**src/rtl/uart_pkg.sv**
```systemverilog
// Shared types and defaults for the UART transmit arbiter and related RX/TX blocks.
package uart_pkg;

    typedef enum logic [1:0] {
        ST_IDLE,
        ST_ISSUE,
        ST_WAIT_START,
        ST_WAIT_DONE
    } arb_state_t;

    localparam int UART_DATA_W  = 8;
    localparam int ARB_START_TO = 16;

    // Index width for n items, never narrower than one bit.
    function automatic int id_w(input int n);
        return (n > 1) ? $clog2(n) : 1;
    endfunction

endpackage

```
**src/rtl/uart_tx_arbiter_rr_pick.sv**
```systemverilog
// Combinational round-robin selector: first valid strictly after ptr, wrapping modulo N.
module rr_pick
    import uart_pkg::*;
#(
    parameter int N  = 4,
    parameter int IW = id_w(N)
) (
    input  logic [N-1:0]  valid,
    input  logic [IW-1:0] ptr,
    output logic [N-1:0]  gnt_onehot,
    output logic [IW-1:0] gnt_id
);

    int            idx;
    logic [IW-1:0] sel;

    // Walk from the farthest candidate to the nearest so the nearest valid one overwrites.
    always_comb begin
        gnt_onehot = '0;
        gnt_id     = '0;
        idx        = 0;
        sel        = '0;
        for (int k = N; k >= 1; k--) begin
            idx = (int'(ptr) + k) % N;
            sel = IW'(idx);
            if (valid[sel]) begin
                gnt_onehot      = '0;
                gnt_onehot[sel] = 1'b1;
                gnt_id          = sel;
            end
        end
    end

endmodule

```
**src/rtl/uart_tx_arbiter.sv**
```systemverilog
// Round-robin arbiter with packet lock feeding one shared UART transmitter, one byte at a time.
module uart_tx_arbiter
    import uart_pkg::*;
#(
    parameter int N_REQ    = 4,
    parameter int DATA_W   = UART_DATA_W,
    parameter int START_TO = ARB_START_TO,
    localparam int IW      = id_w(N_REQ)
) (
    input  logic                    clk,
    input  logic                    rst_n,
    input  logic [N_REQ-1:0]        req_valid,
    input  logic [N_REQ*DATA_W-1:0] req_data,
    input  logic [N_REQ-1:0]        req_last,
    output logic [N_REQ-1:0]        req_ready,
    output logic                    wr_enb,
    output logic [DATA_W-1:0]       tx_data,
    input  logic                    tx_busy,
    output logic [IW-1:0]           grant_id,
    output logic                    locked,
    output logic                    err_start
);

    localparam int CW = $clog2(START_TO + 1);

    arb_state_t        state_reg;
    logic [IW-1:0]     rr_ptr_reg;
    logic [CW-1:0]     to_cnt_reg;
    logic [N_REQ-1:0]  elig_valid;
    logic [N_REQ-1:0]  pick_onehot;
    logic [IW-1:0]     pick_id;
    logic [DATA_W-1:0] pick_data;
    logic              pick_last;
    logic              have_winner;

    // While a packet is open only its owner may be granted.
    always_comb begin
        elig_valid = req_valid;
        if (locked) begin
            elig_valid           = '0;
            elig_valid[grant_id] = req_valid[grant_id];
        end
    end

    rr_pick #(
        .N  (N_REQ),
        .IW (IW)
    ) u_pick (
        .valid      (elig_valid),
        .ptr        (rr_ptr_reg),
        .gnt_onehot (pick_onehot),
        .gnt_id     (pick_id)
    );

    assign have_winner = (state_reg == ST_IDLE) && rst_n && (|pick_onehot);
    assign req_ready   = have_winner ? pick_onehot : '0;
    assign pick_data   = req_data[int'(pick_id)*DATA_W +: DATA_W];
    assign pick_last   = req_last[pick_id];

    always_ff @(posedge clk or negedge rst_n) begin
        if (!rst_n) begin
            state_reg  <= ST_IDLE;
            rr_ptr_reg <= IW'(N_REQ - 1);
            to_cnt_reg <= '0;
            wr_enb     <= 1'b0;
            tx_data    <= '0;
            grant_id   <= '0;
            locked     <= 1'b0;
            err_start  <= 1'b0;
        end else begin
            wr_enb    <= 1'b0;
            err_start <= 1'b0;
            case (state_reg)
                ST_IDLE: begin
                    if (have_winner) begin
                        tx_data    <= pick_data;
                        grant_id   <= pick_id;
                        rr_ptr_reg <= pick_id;
                        locked     <= !pick_last;
                        wr_enb     <= 1'b1;
                        state_reg  <= ST_ISSUE;
                    end
                end
                ST_ISSUE: begin
                    to_cnt_reg <= '0;
                    state_reg  <= ST_WAIT_START;
                end
                ST_WAIT_START: begin
                    if (tx_busy) begin
                        state_reg <= ST_WAIT_DONE;
                    end else if (to_cnt_reg == CW'(START_TO - 1)) begin
                        // Byte is dropped as consumed; lock state from accept time stands.
                        err_start <= 1'b1;
                        state_reg <= ST_IDLE;
                    end else begin
                        to_cnt_reg <= to_cnt_reg + 1'b1;
                    end
                end
                ST_WAIT_DONE: begin
                    if (!tx_busy) state_reg <= ST_IDLE;
                end
                default: state_reg <= ST_IDLE;
            endcase
        end
    end

endmodule

```
**config.mk**
```make
export PLATFORM = sky130hd
export DESIGN_NAME = uart_tx_arbiter
export DESIGN_NICKNAME = d
export VERILOG_FILES = /design/src/rtl/uart_pkg.sv /design/src/rtl/uart_tx_arbiter_rr_pick.sv /design/src/rtl/uart_tx_arbiter.sv
export SDC_FILE = /design/constraint.sdc
export NUM_CORES = 1
export LEC_CHECK = 0
export ABC_CLOCK_PERIOD_IN_PS = 3920
export CAP_MARGIN = 20
export CORE_UTILIZATION = 48
export DETAILED_ROUTE_END_ITERATION = 7
export HOLD_SLACK_MARGIN = 0.02
export MAX_ROUTING_LAYER = met4
export PLACE_DENSITY_LB_ADDON = 0.05
export SYNTH_ARGS = -nofsm -noshare
export SYNTH_HDL_FRONTEND = slang
export SYNTH_SLANG_ARGS = --single-unit
export TNS_END_PERCENT = 20
```
**constraint.sdc**
```tcl
create_clock -name clk -period 3.92 [get_ports clk]
set_input_delay 0.784 -clock clk [delete_from_list [all_inputs] [get_ports clk]]
set_output_delay 0.784 -clock clk [all_outputs]
set_load 0.02 [all_outputs]
```
==> flow_summary.yaml, run 1 <==
outcome:
  outcome: "complete, no violations"
global_routing:
  grt_pass1_vias: 2264
  antenna_found_initial: 0
  overflow: 0
  grt_max_degree: 25
  track_usage: 0.270
  grt_pass1_wl_microns: 10800
yosys:
  yosysTopAreaCell: "dfrtp_1"
  netlist_area_sq_mm: 0.00232
  ys_types: 68
  synthArstFlopShare: 1.00
  synthTopCellsByArea: "dfrtp_1 (22%), o211ai_1 (5.5%), ha_1 (5.4%), mux2_2 (4.9%), mux2i_1 (3.9%)"
  synth_edf_count: 0
  ys_seq_elements: 22
  synth.net_count: 316
  yosys_warnings: 0
  synth_cells: 263
  synth_common_cells: "dfrtp_1 (20), nor2_1 (17), o211ai_1 (17)"
  yosysMostFrequentCell: "dfrtp_1"
  ys_seq_area_frac: 0.239
  syn_area_per_cell_sq_um: 8.81
  synth_top_flop_cell: "dfrtp_1"
  yosysTopAreaCellShare: 0.216
cts:
  cts_root_buf: "clkbuf_8"
  clockBufferDepth: 2
  cts_made_buffers: 3
  clk-insertion-delay-late_ns: 0.26
  clock_sinks: 22
  hold_buffers: 0
  clk_pin_slew_ns: 0.08
  cts_htree_levels: 1
  tritoncts: "yes"
die:
  initial_core_util: 0.514
  row_count: 24
  die_x_microns: 71.5
  coreArea_sq_mm: 0.00450
  die_height_microns: 71.5
  dieArea_sq_mm: 0.00511
  ios: 60
pwr:
  cellPowerDensity_mw_per_mm2: 795
  p_sw_frac: 0.486
  p_comb_frac: 0.759
  cellLeakagePower_nw: 1.36
  internal-power_mw: 1.29
  switchingPower_mw: 1.22
  total_power_mw: 2.52
  clock_power_share: 0.065
  peakVddDrop_v: 0.000353
  p_seq_frac: 0.177
worst_hold_path:
  holdPathEnd: "tx_data[6]"
  hold_class: "reg -> reg"
  holdPathStages: 1
  min-delay-start: "tx_data[6]"
sta:
  tightestPinTransition_ns: 0.639
  fin_worst_skew_ns: 0.00385
  period_minus_slack_ns: 3.78
  slew_headroom: 0.574
  rsz0062_at_grt: "yes"
  whs_ns: 0.534
  fin_tns_setup_ns: 0
  hold_viol_final: 0
  final.setup.worst_slack_ns: 0.139
  clock.fmax_ghz: 0.264
  post-route-period-util: 0.965
  finalMaxSlewViolations: 0
  setup-violations-final: 0
drt:
  drtIter0Drc: 108
  drc: 0
  totalWireLength_microns: 6490
  wl_per_cell_microns: 16.6
  drtPass1Iterations: 4
  viasPerCell: 6.20
  num_vias: 2419
  ant_nets: 0
worst_setup_path:
  critical_path_arrival_ns: 3.00
  worstReg2RegStart: "rr_ptr_reg[1]"
  cp.required_ns: 3.14
  setup.worst_path.class: "reg -> out"
  r2r_cells: 12
  startpoint_type: "flip-flop"
  reg2reg_slack_ns: 0.62
  cp-end-kind: "output port"
  crit_fanout: 8
  reg2reg_to: "tx_data[0]"
layout:
  area_growth_pct: 36.8
  multi_input_area_sq_mm: 0.00159
  n_antenna_cell: 0
  nets: 392
  finalInstanceArea_sq_mm: 0.00317
  finalNonFillerCells: 390
  fillers: 382
  final_layout_size_suffix_gt1_frac: 0.195
  seq_area_sq_um: 553
  largest_reg_flops: 8
  postLayoutCoreUtil: 0.703
job:
  drv_cap: 0
placement:
  io_buffers: 59
  placed_area_sq_mm: 0.00310
  dp_hpwl_microns: 4790
  dp_cells: 385
  gp_congestion: 0.874
  place_ws_ns: -0.126
critical path: stages, from the launching register on:
cell and delay (ns):
dfstp_2 0.54, inv_1 0.05, ha_2 0.42, buf_4 0.20
mux2i_1 0.22, o211ai_2 0.17, o22ai_4 0.26, mux2i_1 0.12
a222oi_1 0.36, nor2_1 0.07, dlygate4sd2_1 0.33
area by class of cell:
type                    instances  share of cell area
inverters                      18              0.0213
clock buffers                   4              0.0174
flip-flops and latches         22               0.175
multi-input cells             201               0.502
well taps                      52              0.0205
repair buffers                 93               0.265
power groups by stage:
stage	Clock [mW]	Sequential [mW]	Combinational (mW)
2_1_floorplan	0	0.442	1.28
3_3_place_gp	0	0.442	1.84
3_5_place_dp	0	0.447	1.86
4_1_cts	0.167	0.443	1.91
5_1_grt	0.174	0.462	2.07
6_report	0.163	0.445	1.91
logic make-up (layout without fill, tap and decap cells):
logic type                 after synthesis  count (layout)  synth area share
DFF                                     22              22             0.239
and+or+nand+nor                         70              70             0.181
muxes                                   21              21             0.102
buffers and inverters                   40             115            0.0827
AOI/OAI and AO/OA                      100             100             0.341
adders and majority gates               10              10            0.0540
per-layer routing:
metal,vias up,GRT usage,part of all wire
met3,4,0.0281,0.040
li1,1182,-,-
met1,1168,0.361,0.48
met5,-,-,0
met4,0,0.0414,0.0057
met2,65,0.454,0.48
placed cells by master, fill, tap and decap left out, types with 3 or more instances in the layout:
cell / instances
nor3b_1: 3
clkbuf_8: 4
o221ai_1: 9
nand4b_1: 3
dfrtp_1: 20
buf_4: 34
clkdlybuf4s50_1: 53
dlygate4sd2_1: 6
mux2i_1: 9
o211ai_2: 3
mux2_2: 10
and3_1: 4
nand3b_1: 6
a21oi_1: 8
nor3_1: 4
o211ai_1: 17
o21ai_0: 11
o32ai_1: 4
ha_1: 9
o211a_1: 8
a32o_1: 8
nand2_1: 12
inv_1: 16
nor2_1: 17
o21ai_1: 4
repair_timing:
item / 4_1_cts / 5_1_grt
cloned: 0 / 0
endpoints found under the setup margin: 4 / 2
pin swaps: 1 / 0
gates resized for setup: 9 / 1
buffers inserted: 1 / 0
endpoints found under the hold margin: 0 / 0
how the worst max path moves through the flow:
stage                       start            to  slack [ns]
floorplan           rr_ptr_reg[0]  req_ready[0]        0.26
global placement     req_valid[1]  req_ready[0]       -0.10
detailed placement   req_valid[1]  req_ready[3]       -0.13
CTS                 rr_ptr_reg[1]  req_ready[0]        0.12
global route        rr_ptr_reg[0]  req_ready[0]       -0.04
finish              rr_ptr_reg[1]  req_ready[0]        0.14
Power figures use the tool's default switching activity.
==> run 2, diff against run 1 <==
- CORE_ASPECT_RATIO: not set -> 1.25
- CORE_MARGIN: not set -> 2
==> flow_summary.yaml, run 2 (synthesis gave the netlist of run 1 again) <==
sta:
  setup-violations-final: 0
  finalMaxSlewViolations: 0
  slew_headroom: 0.579
  rsz0062_at_grt: "no"
  period_minus_slack_ns: 3.67
  hold_viol_final: 0
  post-route-period-util: 0.937
  fin_worst_skew_ns: 0.000558
  clock.fmax_ghz: 0.272
  tightestPinTransition_ns: 0.631
layout:
  postLayoutCoreUtil: 0.674
  fillers: 411
  final_layout_size_suffix_gt1_frac: 0.185
  n_antenna_cell: 0
  largest_reg_flops: 8
  mostFrequentLayoutCell: "clkdlybuf4s50_1"
  most-common-layout-cells: "clkdlybuf4s50_1 (51), buf_4 (32), dfrtp_1 (20), nor2_1 (17), o211ai_1 (17)"
  finalInstanceArea_sq_mm: 0.00316
  nets: 390
  area_growth_pct: 36.6
cts:
  clk_pin_slew_ns: 0.08
  clockBufferDepth: 2
  clock_sinks: 22
  cts_made_buffers: 3
  clk-insertion-delay-late_ns: 0.26
  ctsResizeCount: 8
  tritoncts: "yes"
  cts_htree_levels: 1
  cts_setup_buffers: 0
  cts_root_buf: "clkbuf_8"
  hold_buffers: 0
worst_setup_path:
  setup.worst_path.class: "reg -> out"
  cp.depth: 8
  cp.buffers_inverters: 2
  worstReg2RegStart: "rr_ptr_reg[0]"
  startpoint_type: "flip-flop"
  cp_cell_sequence: "inv_1 > ha_4 > mux4_2 > nand2_2 > nand3_2 > a222oi_1 > nor2_1 > dlygate4sd2_1"
  cp-end-kind: "output port"
  slowest_delay_ns: 0.56
  r2r_cells: 11
  reg2reg_to: "locked"
  cp.required_ns: 3.14
  cp_slowest_cell: "mux4_2"
  reg2reg_slack_ns: 0.77
  crit_fanout: 10
  critical_path_arrival_ns: 2.89
  critPathTopFamily: "multiplexers"
pwr:
  cellLeakagePower_nw: 1.39
  cellPowerDensity_mw_per_mm2: 790
  peakVddDrop_v: 0.000417
placement:
  placed_area_sq_mm: 0.00310
  gp_congestion: 0.884
  dp_hpwl_microns: 4780
  io_buffers: 59
die:
  initial_core_util: 0.493
  ios: 60
  dieArea_sq_mm: 0.00540
  row_count: 28
  die_height_microns: 81.7
  die_x_microns: 66.1
  coreArea_sq_mm: 0.00469
global_routing:
  grt_pass1_wl_microns: 10000
  antenna_found_initial: 0
  track_usage: 0.241
  grt_max_degree: 25
  grt_pass1_vias: 2166
  overflow: 0
worst_hold_path:
  min-delay-start: "to_cnt_reg[4]"
  holdPathStages: 2
  hold_class: "reg -> reg"
  holdPathEnd: "to_cnt_reg[4]"
drt:
  viasPerCell: 6.08
  num_vias: 2409
  totalWireLength_microns: 6340
  drtPass1Iterations: 4
  ant_nets: 0
  drc: 0
  drtIter0Drc: 173
  wl_per_cell_microns: 16.0
outcome:
  outcome: "complete, no violations"
job:
  drv_cap: 0
==> run 2: report_power, final <==
part           leakage (nW)  switching (mW)  internal [mW]  total (mW)
combinational          1.08            1.01          0.889        1.90
clock                0.0288          0.0715         0.0895       0.161
sequential            0.276           0.122          0.318       0.441
total                  1.39            1.20           1.30        2.50
==> run 2: worst max path at each step <==
stage / startpoint / end / slack (ns)
global placement: req_valid[2] / req_ready[3] / -0.14
finish: rr_ptr_reg[0] / req_ready[0] / 0.25
CTS: rr_ptr_reg[1] / req_ready[1] / 0.03
detailed placement: req_valid[2] / req_ready[3] / -0.16
floorplan: rr_ptr_reg[0] / req_ready[0] / 0.26
global route: rr_ptr_reg[0] / req_ready[0] / 0.04
==> run 2: through the flow <==
step                      cells  total power [mW]  setup WS (ns)  TNS, ns  hold WS, ns
after global placement      392              2.29         -0.143   -0.416        0.495
after detailed placement    392              2.31         -0.155   -0.470        0.496
after global routing        396              2.70         0.0368        0        0.555
after floorplan             263              1.72          0.263        0        0.472
final                       396              2.50          0.248        0        0.513
after CTS                   396              2.50         0.0264        0        0.514
==> run 2: cell type report <==
class / count / area [sq um] / share of cell area
inverter: 18 / 67.6 / 0.0214
timing repair buffer: 91 / 828 / 0.262
tap: 60 / 75.1 / 0.0237
multi-input combinational: 201 / 1580 / 0.501
sequential: 22 / 553 / 0.175
clock buffer: 4 / 55.1 / 0.0174
==> run 2: tightest hold or removal path, stage by stage (launching register included) <==
cell	delay (ns)
dfrtp_1	0.37
nand2_1	0.05
o21ai_0	0.06
==> run 2: layer usage <==
layer,global-route usage,part of all wire,vias up
met2,0.422,0.53,52
met4,0.0755,0.017,0
met3,0.0205,0.030,11
li1,-,-,1183
met5,-,0,-
met1,0.292,0.43,1163
==> run 3, diff against run 2 <==
- TNS_END_PERCENT: 20 -> 5
==> results of run 3 <==
Final layout, timing and power as in run 2 (identical DEF).
